## src/rtl/snn_pkg.sv

```systemverilog
// Shared types and helpers for the spiking network front end.
// The magnitude helper works on a 32-bit sign-extended value; callers truncate to their width.
package snn_pkg;

   typedef enum logic {
      IDLE = 1'b0,
      RUN  = 1'b1
   } enc_state_t;

   // The most negative input maps to 2^(w-1), which still fits in w unsigned bits.
   function automatic logic [31:0] signed_mag(input logic signed [31:0] value);
      return value[31] ? 32'(-value) : 32'(value);
   endfunction

   function automatic int acc_width(input int threshold);
      return $clog2(threshold) + 1;
   endfunction

endpackage

```

## src/rtl/spike_encoder_channel.sv

```systemverilog
// One channel of the rate encoder: latched sign/magnitude plus an accumulate-and-subtract
// accumulator that emits at most one registered spike per step.
module spike_encoder_channel
   import snn_pkg::*;
#(
   parameter int VALUE_WIDTH = 8,
   parameter int THRESHOLD   = 128
) (
   input  logic                   clk,
   input  logic                   reset,
   input  logic                   load,
   input  logic                   step,
   input  logic [VALUE_WIDTH-1:0] value,
   output logic                   pos_spike,
   output logic                   neg_spike
);

   localparam int ACC_WIDTH = acc_width(THRESHOLD);
   localparam logic [ACC_WIDTH-1:0] THRESH = ACC_WIDTH'(THRESHOLD);

   logic signed [31:0]     value_ext;
   logic                   neg_q, neg_d;
   logic [VALUE_WIDTH-1:0] mag_q, mag_d;
   logic [ACC_WIDTH-1:0]   acc_q, acc_d;
   logic [ACC_WIDTH-1:0]   sum;
   logic                   pos_spike_q, pos_spike_d;
   logic                   neg_spike_q, neg_spike_d;

   assign value_ext = 32'(signed'(value));

   // acc < THRESHOLD and mag <= THRESHOLD, so sum < 2*THRESHOLD fits in ACC_WIDTH bits.
   always_comb begin
      neg_d       = neg_q;
      mag_d       = mag_q;
      acc_d       = acc_q;
      pos_spike_d = 1'b0;
      neg_spike_d = 1'b0;
      sum         = acc_q + ACC_WIDTH'(mag_q);
      if (load) begin
         neg_d = value[VALUE_WIDTH-1];
         mag_d = VALUE_WIDTH'(signed_mag(value_ext));
         acc_d = '0;
      end else if (step) begin
         if (sum >= THRESH) begin
            acc_d       = sum - THRESH;
            pos_spike_d = ~neg_q;
            neg_spike_d = neg_q;
         end else begin
            acc_d = sum;
         end
      end
   end

   always_ff @(posedge clk or posedge reset) begin
      if (reset) begin
         neg_q       <= 1'b0;
         mag_q       <= '0;
         acc_q       <= '0;
         pos_spike_q <= 1'b0;
         neg_spike_q <= 1'b0;
      end else begin
         neg_q       <= neg_d;
         mag_q       <= mag_d;
         acc_q       <= acc_d;
         pos_spike_q <= pos_spike_d;
         neg_spike_q <= neg_spike_d;
      end
   end

   assign pos_spike = pos_spike_q;
   assign neg_spike = neg_spike_q;

endmodule

```

## src/rtl/spike_rate_encoder.sv

```systemverilog
// Rate-codes a vector of signed activations into per-channel spike trains over one window.
// Holds the IDLE/RUN FSM, step counter and handshake; channels do the accumulation.
module spike_rate_encoder
   import snn_pkg::*;
#(
   parameter int CHANNEL_COUNT = 4,
   parameter int VALUE_WIDTH   = 8,
   parameter int WINDOW_LEN    = 16,
   parameter int THRESHOLD     = 128
) (
   input  logic                                 clk,
   input  logic                                 reset,
   input  logic                                 in_valid,
   output logic                                 in_ready,
   input  logic [CHANNEL_COUNT*VALUE_WIDTH-1:0] in_values,
   input  logic                                 step_en,
   output logic [CHANNEL_COUNT-1:0]             positive_spike,
   output logic [CHANNEL_COUNT-1:0]             negative_spike,
   output logic                                 busy,
   output logic                                 window_done
);

   localparam int CNT_WIDTH = (WINDOW_LEN > 1) ? $clog2(WINDOW_LEN) : 1;
   localparam logic [CNT_WIDTH-1:0] LAST_STEP = CNT_WIDTH'(WINDOW_LEN - 1);

   enc_state_t           state_q, state_d;
   logic [CNT_WIDTH-1:0] step_cnt_q, step_cnt_d;
   logic                 window_done_q, window_done_d;
   logic                 accept;
   logic                 step;
   logic                 last_step;

   assign accept    = (state_q == IDLE) && in_valid;
   assign step      = (state_q == RUN) && step_en;
   assign last_step = step && (step_cnt_q == LAST_STEP);

   always_comb begin
      state_d       = state_q;
      step_cnt_d    = step_cnt_q;
      window_done_d = last_step;
      case (state_q)
         IDLE: begin
            if (accept) begin
               state_d    = RUN;
               step_cnt_d = '0;
            end
         end
         RUN: begin
            if (last_step) begin
               state_d    = IDLE;
               step_cnt_d = '0;
            end else if (step) begin
               step_cnt_d = step_cnt_q + CNT_WIDTH'(1);
            end
         end
         default: state_d = IDLE;
      endcase
   end

   always_ff @(posedge clk or posedge reset) begin
      if (reset) begin
         state_q       <= IDLE;
         step_cnt_q    <= '0;
         window_done_q <= 1'b0;
      end else begin
         state_q       <= state_d;
         step_cnt_q    <= step_cnt_d;
         window_done_q <= window_done_d;
      end
   end

   assign in_ready    = (state_q == IDLE);
   assign busy        = (state_q == RUN);
   assign window_done = window_done_q;

   for (genvar gi = 0; gi < CHANNEL_COUNT; gi++) begin : g_chan
      spike_encoder_channel #(
         .VALUE_WIDTH(VALUE_WIDTH),
         .THRESHOLD  (THRESHOLD)
      ) u_chan (
         .clk      (clk),
         .reset    (reset),
         .load     (accept),
         .step     (step),
         .value    (in_values[gi*VALUE_WIDTH +: VALUE_WIDTH]),
         .pos_spike(positive_spike[gi]),
         .neg_spike(negative_spike[gi])
      );
   end

endmodule

```

## config.mk

```make
export PLATFORM = sky130hd
export DESIGN_NAME = spike_rate_encoder
export DESIGN_NICKNAME = d
export VERILOG_FILES = /design/src/rtl/snn_pkg.sv /design/src/rtl/spike_encoder_channel.sv /design/src/rtl/spike_rate_encoder.sv
export SDC_FILE = /design/constraint.sdc
export NUM_CORES = 1
export LEC_CHECK = 0
export CAP_MARGIN = 10
export CORE_ASPECT_RATIO = 1.4
export CORE_MARGIN = 3
export CORE_UTILIZATION = 47
export DETAILED_ROUTE_END_ITERATION = 10
export GPL_TIMING_DRIVEN = 0
export MAX_ROUTING_LAYER = met4
export PLACE_DENSITY = 0.75
export SYNTH_ARGS = -nofsm -noshare
export SYNTH_HDL_FRONTEND = slang
export SYNTH_SLANG_ARGS = --single-unit
```

## constraint.sdc

```tcl
create_clock -name clk -period 2.25 [get_ports clk]
set_input_delay 0.225 -clock clk [delete_from_list [all_inputs] [get_ports clk]]
set_output_delay 0.225 -clock clk [all_outputs]
set_load 0.05 [all_outputs]
```

==> results.md, run 1 <==
- The flow ran to the end, and the final reports show no timing, DRC or antenna violations.
- The compound-cell area share of the yosys netlist is 0.167.
- The endpoint arrival time on the critical path is around 2.2 ns.
- Counting the fill cells in the layout gives ~850.
- The worst setup path is launched from a flip-flop.
- Max-cap violations in this run came to 0.
- In the routed design, unresolved DRC markers number 0.
- With fillers left out, the area of the finished cells amounts to around 5600 sq um.
- The share of the Yosys chip area taken by registers is 0.443.
- The first routing iteration left approximately 120 violations.
- During synthesis, Yosys emitted a total of 0 warnings.
- The cell with the largest stage delay on the worst path is sky130_fd_sc_hd__fa_1.
- Setup repair after global routing left no endpoint under its margin.
- The instance count of the mapped netlist is between 400 and 500.
- Along the worst path, the maximum fanout reaches 3.
- The final core utilization is 0.585.
- The number of placed cells counting well taps is about 660.
- The die span in x is approximately 90 um.
- The final setup TNS is 0 ns.
- The kind of critical path is flip-flop to flip-flop.
- In the synthesized netlist the dominant register cell turns out to be sky130_fd_sc_hd__dfrtp_1.
- For this configuration, the core starts out at a cell density of 0.487.
- The clock input transition at the sequential cells of the worst setup and hold paths is 0.06 ns.
- The portion of synthesized area spent on multiplexers is 0.0108.
- The cell family contributing the most delay on the critical path is compound AO/OA/AOI/OAI gates.
- The area occupied by multi-input gates is approximately 2400 sq um.
- The average vias per placed instance is roughly 5.4.
- The post-layout net count is slightly above 600.
- The total via count after detailed routing is between 3000 and 4000.
- For this run, global-route usage on met2 was measured as 0.382.
- For this design, the sink count on the clock tree is slightly above 80.
- The number of enable-type register cells in the synthesized netlist is 0.
- The global-route usage over all layers is 0.205.
- The number of levels the H-tree was split into is 3.
- The worst setup path is captured at a flip-flop.
- The post-layout instance count excluding filler cells is 678.
- The max-slew violation count is 0.
- The floorplan has between 40 and 50 rows.
- The post-cts hold buffer count is 0.
- For the pin with the worst max-slew slack, the measured transition is approximately 0.75 ns.
- Traced cell by cell, the critical path runs through ha_1, fa_1, a21o_1, a31o_1, a21oi_1, xor2_1, o21ai_0.
- In the final layout, the share of cells above drive strength 1 is 0.0696.
- The area share of the largest cell type after synthesis is 0.443.
- From synthesis to final layout, the design area changed by 20.0%.
- The detail-routed net length per standard cell is between 15 and 20 um.
- The post-synthesis register bit count is 82.
- For this run, asynchronously set or reset flops after synthesis account for 1.00.
- The met1 routing resource usage after global routing is 0.217.
- TritonCTS built the clock tree.
- The wire length of the first global-routing pass is between 15 and 20 mm.
- The number of buffers inserted by post-CTS setup repair is 0.
- The XOR/XNOR share of the synthesized area is 0.0888.
- The leakage power is about 2.6 nW.
- The wire-length estimate of the detail-placed layout is slightly below 8 mm.
- The number of antenna violations at the first check in global routing is 0.
- The path class of the tightest hold or removal check is input port to flip-flop.
- The netlist uses slightly above 40 different library cells.
- The number of buffers on the longest clock path is 2.
- The pre-CTS setup slack is 0.187 ns.
- The number of buffers added by the clock tree synthesis step is 9.
- The cell area after placement is about 5300 sq um.
- The final routed wirelength across all metal layers is between 10 and 15 mm.
- When the netlist entered floorplanning its net count stood at 559.
- 47 I/O pins were placed.
- The peak-usage layer in the global routing report is met2.
- The congestion estimate from routability-driven global placement came to slightly below 0.9.
- The sequential cell area in the final layout is just over 2000 sq um.
- The share of the cycle needed by the critical path after routing is 0.917.
- The smallest clock period supported by the final layout is computed as between 2 and 2.5 ns.
- The largest single stage delay on the critical path is between 0.4 and 0.5 ns.
- The count of final hold-check violations is 0.
- Entering global routing, the biggest net connects 39 pins.
- The synthesized area is 4640 sq um.
- In the post-route analysis, the smallest setup slack over all paths is around 0.19 ns.
- The clock latency at the later pin of the worst-skew pair is roughly 0.34 ns.
- For this design the ratio of total power to cell area is between 1000 and 1500 nW/um^2.
- In this run, post-CTS repair resized a total of 0 instances.
- The overall die area is 11100 sq um.
- Power comes to about 8 mW.
- The number of global-route vias before repair is 3670.
- 0 antenna diodes ended up in the layout.
- CTS placed an instance of sky130_fd_sc_hd__clkbuf_16 at the clock tree root.
- The floorplan core area is 9510 sq um.
- The largest total area in the synthesized netlist belongs to sky130_fd_sc_hd__dfrtp_1.
- The number of detailed-route iterations in the first pass is 4.
- A synthesized cell averages approximately 9.5 sq um.
- Of the total synthesized cell area, the portion taken by full adders, half adders and majority gates is 0.106.
- Together, buffers and inverters on the worst path number 0.
- Of the total synthesized cell area, the portion taken by AND, OR, NAND and NOR gates is 0.144.
- Between clock sinks in the finished design, the worst skew comes to between 0.007 and 0.008 ns.
- The dominant combinational cell family by area after synthesis is compound AO/OA/AOI/OAI gates.
- Setup violations remaining at the end of the flow were counted as 0.
- The global routing met3 resource utilization is 0.0316.
- Across the VDD grid, the largest voltage drop is roughly 0.00056 V.
- The total overflow left after global routing is 0.
- The final hold slack is around 0.23 ns.
- The worst path required time is roughly 2.4 ns.
- From bottom edge to top edge, the die measures between 100 and 150 um.
- The post-route antenna net violation count is 0.
- Headroom to the max-slew limit came out at 0.502.
- The number of input and output port buffers inserted is 42.
- The maximum clock frequency is a little under 500 MHz.
- Yosys attributes the largest share of cell area to sky130_fd_sc_hd__dfrtp_1, sky130_fd_sc_hd__ha_1, sky130_fd_sc_hd__nand2_1, sky130_fd_sc_hd__xor2_1, sky130_fd_sc_hd__o21ai_0.
[synth_stat cells, types with 2 or more instances]
cell,number
sky130_fd_sc_hd__buf_4,8
sky130_fd_sc_hd__a41oi_2,2
sky130_fd_sc_hd__and2_1,5
sky130_fd_sc_hd__xnor2_1,16
sky130_fd_sc_hd__nor3_2,3
sky130_fd_sc_hd__nor2_1,25
sky130_fd_sc_hd__o31ai_1,5
sky130_fd_sc_hd__nand2b_1,5
sky130_fd_sc_hd__o21bai_1,2
sky130_fd_sc_hd__a21oi_1,31
sky130_fd_sc_hd__o21ai_1,5
sky130_fd_sc_hd__a31o_1,4
sky130_fd_sc_hd__mux2i_1,5
sky130_fd_sc_hd__nor2b_1,5
sky130_fd_sc_hd__o21ai_0,45
sky130_fd_sc_hd__a2111oi_0,2
sky130_fd_sc_hd__ha_1,33
sky130_fd_sc_hd__inv_1,14
sky130_fd_sc_hd__a22o_1,10
sky130_fd_sc_hd__clkbuf_1,14
sky130_fd_sc_hd__fa_1,4
sky130_fd_sc_hd__and3_1,2
sky130_fd_sc_hd__a211oi_1,2
sky130_fd_sc_hd__nand2_1,85
sky130_fd_sc_hd__dfrtp_1,82
sky130_fd_sc_hd__o211ai_1,4
sky130_fd_sc_hd__a21o_1,10
sky130_fd_sc_hd__buf_2,5
sky130_fd_sc_hd__or3_1,3
sky130_fd_sc_hd__xor2_1,31
sky130_fd_sc_hd__nor3_1,2
sky130_fd_sc_hd__nand3_1,8
[tightest hold or removal path: stages]
cell,delay (ns)
sky130_fd_sc_hd__clkbuf_1,0.17
sky130_fd_sc_hd__nand2_1,0.09
sky130_fd_sc_hd__nand2_1,0.04
[routing by layer]
layer,wire [um],share of wire,vias to the layer above
met5,0,0,-
met4,279,0.027,0
met3,350,0.033,26
met2,5690,0.54,66
met1,4170,0.40,1757
li1,-,-,1780
[power by group]
group,total (mW),internal (mW),switching (mW)
combinational,3.85,1.74,2.12
clock,1.46,0.886,0.574
sequential,2.53,2.10,0.430
[path summary, 6_finish.rpt]
kind,start,cells after the start,to,slack (ns)
max,g_chan[0].u_chan.acc_q[0]$_DFFE_PP0P_,7,g_chan[0].u_chan.acc_q[6]$_DFFE_PP0P_,0.19
min,in_values[23],3,g_chan[2].u_chan.neg_q$_DFFE_PP0P_,0.23
max reg2reg,g_chan[0].u_chan.acc_q[0]$_DFFE_PP0P_,7,g_chan[0].u_chan.acc_q[6]$_DFFE_PP0P_,0.19
min reg2reg,g_chan[3].u_chan.neg_q$_DFFE_PP0P_,1,g_chan[3].u_chan.pos_spike$_DFF_PP0_,0.45
max in group asynchronous,reset,3,g_chan[2].u_chan.acc_q[3]$_DFFE_PP0P_,1.48
min in group asynchronous,reset,2,g_chan[1].u_chan.pos_spike$_DFF_PP0_,0.25
[kinds of logic (layout without fill, tap and decap cells)]
family                   after synthesis  after routing
buffers and inverters                 41            101
AO/OA/AOI/OAI                        124            124
flip-flops                            82             82
AND/OR/NAND/NOR                      150            150
multiplexers                           5              5
XOR/XNOR                              47             47
adder cells (fa/ha/maj)               37             37
[registers in the layout, summed over array words and instances (netlist names)]
signal and flops:
busy 1, g_chan.u_chan.acc_q 32, g_chan.u_chan.mag_q 32, g_chan.u_chan.neg_q 4, g_chan.u_chan.neg_spike 4, g_chan.u_chan.pos_spike 4, step_cnt_q 4, window_done 1
[area by class of cell]
cell class              count  share of cell area
plain buffers              27              0.0247
clock buffers              11              0.0436
clock inverters             5             0.00967
inverters                  14              0.0101
multi-input cells         363               0.430
flip-flops and latches     82               0.369
well taps                 132              0.0297
repair buffers             44              0.0828
[layout by cell type, fill, tap and decap left out, types with 5 or more instances in the layout]
cell,netlist,layout
sky130_fd_sc_hd__nand3_1,8,8
sky130_fd_sc_hd__xnor2_1,16,16
sky130_fd_sc_hd__a22o_1,10,10
sky130_fd_sc_hd__o31ai_1,5,5
sky130_fd_sc_hd__nor2_1,25,25
sky130_fd_sc_hd__nand2_1,85,85
sky130_fd_sc_hd__ha_1,33,33
sky130_fd_sc_hd__o21ai_1,5,5
sky130_fd_sc_hd__clkbuf_16,0,9
sky130_fd_sc_hd__nor2b_1,5,5
sky130_fd_sc_hd__and2_1,5,5
sky130_fd_sc_hd__mux2i_1,5,5
sky130_fd_sc_hd__inv_1,14,13
sky130_fd_sc_hd__a21o_1,10,10
sky130_fd_sc_hd__o21ai_0,45,45
sky130_fd_sc_hd__a21oi_1,31,31
sky130_fd_sc_hd__nand2b_1,5,5
sky130_fd_sc_hd__dfrtp_1,82,82
sky130_fd_sc_hd__clkbuf_1,14,15
sky130_fd_sc_hd__clkdlybuf4s50_1,0,42
sky130_fd_sc_hd__buf_4,8,8
sky130_fd_sc_hd__buf_2,5,5
sky130_fd_sc_hd__xor2_1,31,31
(Power assumes the default switching activity.)
==> inputs of run 2 (changes only) <==
--- a/config.mk
+++ b/config.mk
@@ -12,7 +12,7 @@
 export DETAILED_ROUTE_END_ITERATION = 10
 export GPL_TIMING_DRIVEN = 0
 export MAX_ROUTING_LAYER = met4
-export PLACE_DENSITY = 0.75
+export PLACE_DENSITY = 0.76
 export SYNTH_ARGS = -nofsm -noshare
 export SYNTH_HDL_FRONTEND = slang
 export SYNTH_SLANG_ARGS = --single-unit
==> run 2 against run 1 <==
  * Global-route usage grew 0.44 points
  * Clock-buffer cell count is 1 higher
  * Sequential cell count is the same
  * Sequential share of layout area down 0.21 points
  * Critical path type unchanged
  * Largest cell class unchanged
==> results.md, run 2 (synthesis results as in run 1) <==
- The post-layout net count is 614 (unchanged).
- The number of antenna violations at the first check in global routing is 0 (unchanged).
- The number of levels the H-tree was split into came to 3 (unchanged).
- The DRC violation total after the first TritonRoute iteration is 186 (+51%).
- The peak supply drop is 0.000581 V (+3.6%).
- The type of the worst min-delay path is input port to flip-flop.
- The maximum clock frequency came to 479 MHz (-1.1%).
- The clock tree from TritonCTS is yes.
- Compared with the post-synthesis result, the final layout area differs by 20.7%.
- The number of antenna diodes is 0 (unchanged).
- The type of destination of the critical path is a flip-flop.
- The total of max-cap violations is 0 (unchanged).
- The number of buffers inserted by post-CTS setup repair came to 0 (unchanged).
- The number of buffers added by the clock tree synthesis step was 9 (unchanged).
- The kind of critical path is flip-flop to flip-flop.
- The die span in x is 89.9 um (unchanged).
- The max-slew headroom at the worst pin is 0.488 (-0.0141).
- The endpoint arrival time on the critical path is 2.27 ns (+0.03 ns).
- The average vias per placed instance was 5.31 (-0.83%).
- The clock latency at the later pin of the worst-skew pair is 0.34 ns (about the same).
- The final setup violation count is 0 (unchanged).
- The final period demand of the worst path is 2.09 ns (+0.0238 ns).
- STA classifies the critical path startpoint as a flip-flop.
- The slew at the pin closest to its max-slew limit is 0.767 ns (+0.0196 ns).
- The number of detailed-route iterations in the first pass is 4 (unchanged).
- The power per cell area is 1420 nW/um^2 (+0.73%).
- The worst path required time is 2.43 ns (about the same).
- The number of input and output port buffers inserted came to 42 (unchanged).
- In the final layout, the registers with the most flip-flops are g_chan.u_chan.acc_q x32, g_chan.u_chan.mag_q x32.
- The clock input transition at the sequential cells of the worst setup and hold paths was 0.06 ns (about the same).
- The wire length of the first global-routing pass is 17.7 mm (+2.2%).
- The leakage power was 2.60 nW (+0.12%).
- The number of fill cells in the layout is 811 (-4.3%).
- The share of the cycle needed by the critical path after routing is 0.928 (+0.0106).
- The floorplan core area is 9510 sq um (unchanged).
- The max-slew violation count is 0 (unchanged).
- The final setup TNS is 0 ns (unchanged).
- The post-route total power is 7.95 mW (+1.3%).
- The number of sinks handled by clock tree synthesis came to 82 (unchanged).
- The share of final-layout standard cells stronger than drive strength 1 is 0.0678 (-0.00183).
- The flow ran to the end, and the final reports show no timing, DRC or antenna violations.
- Setup repair after global routing left no endpoint under its margin.
- The detail-routed net length per standard cell is 15.4 um (-0.52%).
- The final setup skew is 0.00780 ns (+0.000300 ns).
- The post-cts hold buffer count is 0 (unchanged).
- The estimated wirelength of the detail-placed design is 7.75 mm (+0.31%).
- The slack of the worst reg-to-reg path came to 0.16 ns (-0.02 ns).
- The total via count after detailed routing is 3599 (-0.83%).
- The cell row count is 42 (unchanged).
- The post-route antenna net violation count is 0 (unchanged).
- The worst hold path cell count is 3 (unchanged).
- The commonest non-fill, non-tap cell in the layout is sky130_fd_sc_hd__nand2_1.
- The number of cells on the worst reg-to-reg path came to 7 (unchanged).
- The final hold slack is 0.247 ns (+0.0150 ns).
- The final estimated routing congestion in global placement is 0.910 (+1.7%).
- The y dimension of the die is 124 um (unchanged).
- The final routed wirelength across all metal layers is 10.4 mm (-0.52%).
- The global-route usage over all layers is 0.210 (+0.00441).
- The effective utilization at floorplan is 0.487 (unchanged).
- In the layout the commonest cells are sky130_fd_sc_hd__nand2_1, sky130_fd_sc_hd__dfrtp_1, sky130_fd_sc_hd__o21ai_0, sky130_fd_sc_hd__clkdlybuf4s50_1, sky130_fd_sc_hd__ha_1.
- The global route total overflow was 0 (unchanged).
- The maximum fanout count along the critical path is 3 (unchanged).
- The count of final hold-check violations came to 0 (unchanged).
- The post-CTS resize count came to 0 (unchanged).
- The total DRC errors in the routed layout came to 0 (unchanged).
- The number of I/O pins is 47 (unchanged).
- The number of buffers on the longest clock path is 2 (unchanged).
- The pin count of the biggest net entering global routing is 35 (-10%).
- The overall die area is 11100 sq um (unchanged).
- The tree is rooted in a sky130_fd_sc_hd__clkbuf_16.
- The number of global-route vias before repair is 3802 (+3.6%).
## run 2: path summary, 6_finish.rpt
kind	endpoint	startpoint
setup / recovery	g_chan[0].u_chan.acc_q[6]$_DFFE_PP0P_	g_chan[0].u_chan.acc_q[0]$_DFFE_PP0P_
min in group asynchronous	g_chan[1].u_chan.pos_spike$_DFF_PP0_	reset
setup reg to reg	g_chan[0].u_chan.acc_q[6]$_DFFE_PP0P_	g_chan[0].u_chan.acc_q[0]$_DFFE_PP0P_
hold reg to reg	g_chan[1].u_chan.pos_spike$_DFF_PP0_	g_chan[1].u_chan.neg_q$_DFFE_PP0P_
max in group asynchronous	g_chan[2].u_chan.neg_spike$_DFF_PP0_	reset
hold / removal	g_chan[3].u_chan.neg_q$_DFFE_PP0P_	in_values[31]
## run 2: final cells by class
| type | count | area [sq um] | share of cell area |
|---|---|---|---|
| multi-input cells | 363 | 2390 | 0.428 |
| flip-flops and latches | 82 | 2050 | 0.367 |
| repair buffers | 44 | 468 | 0.0837 |
| clock buffers | 12 | 246 | 0.0441 |
| well taps | 132 | 165 | 0.0295 |
| plain buffers | 27 | 138 | 0.0246 |
| clock inverters | 4 | 75.1 | 0.0134 |
| inverters | 14 | 56.3 | 0.0101 |
## run 2: stage by stage
step	area, sq um	worst slack [ns]	utilization	cells
CTS	5590	0.175	0.588	678
finish	5590	0.163	0.588	678
floorplan	4640	0.386	-	486
global route	5590	0.0906	0.588	678
global placement	5230	0.184	0.549	660
detailed placement	5270	0.259	0.554	662
## run 2: where the power goes
part           switching, mW  internal (mW)
clock                  0.577           1.00
combinational           2.10           1.73
sequential             0.430           2.10
## run 2: routing by layer
layer / track usage / wire (um) / vias up
met4: 0.0910 / 282 / 0
met3: 0.0390 / 272 / 18
met2: 0.388 / 5630 / 54
li1: - / - / 1779
met5: - / 0 / -
met1: 0.220 / 4250 / 1748
## run 2: worst max-delay path, stage by stage, from the launching register on
cell                      delay [ns]
sky130_fd_sc_hd__dfrtp_1        0.38
sky130_fd_sc_hd__ha_1           0.25
sky130_fd_sc_hd__fa_1           0.41
sky130_fd_sc_hd__a21o_1         0.19
sky130_fd_sc_hd__a31o_1         0.23
sky130_fd_sc_hd__a21oi_1        0.21
sky130_fd_sc_hd__xor2_1         0.16
sky130_fd_sc_hd__o21ai_0        0.11
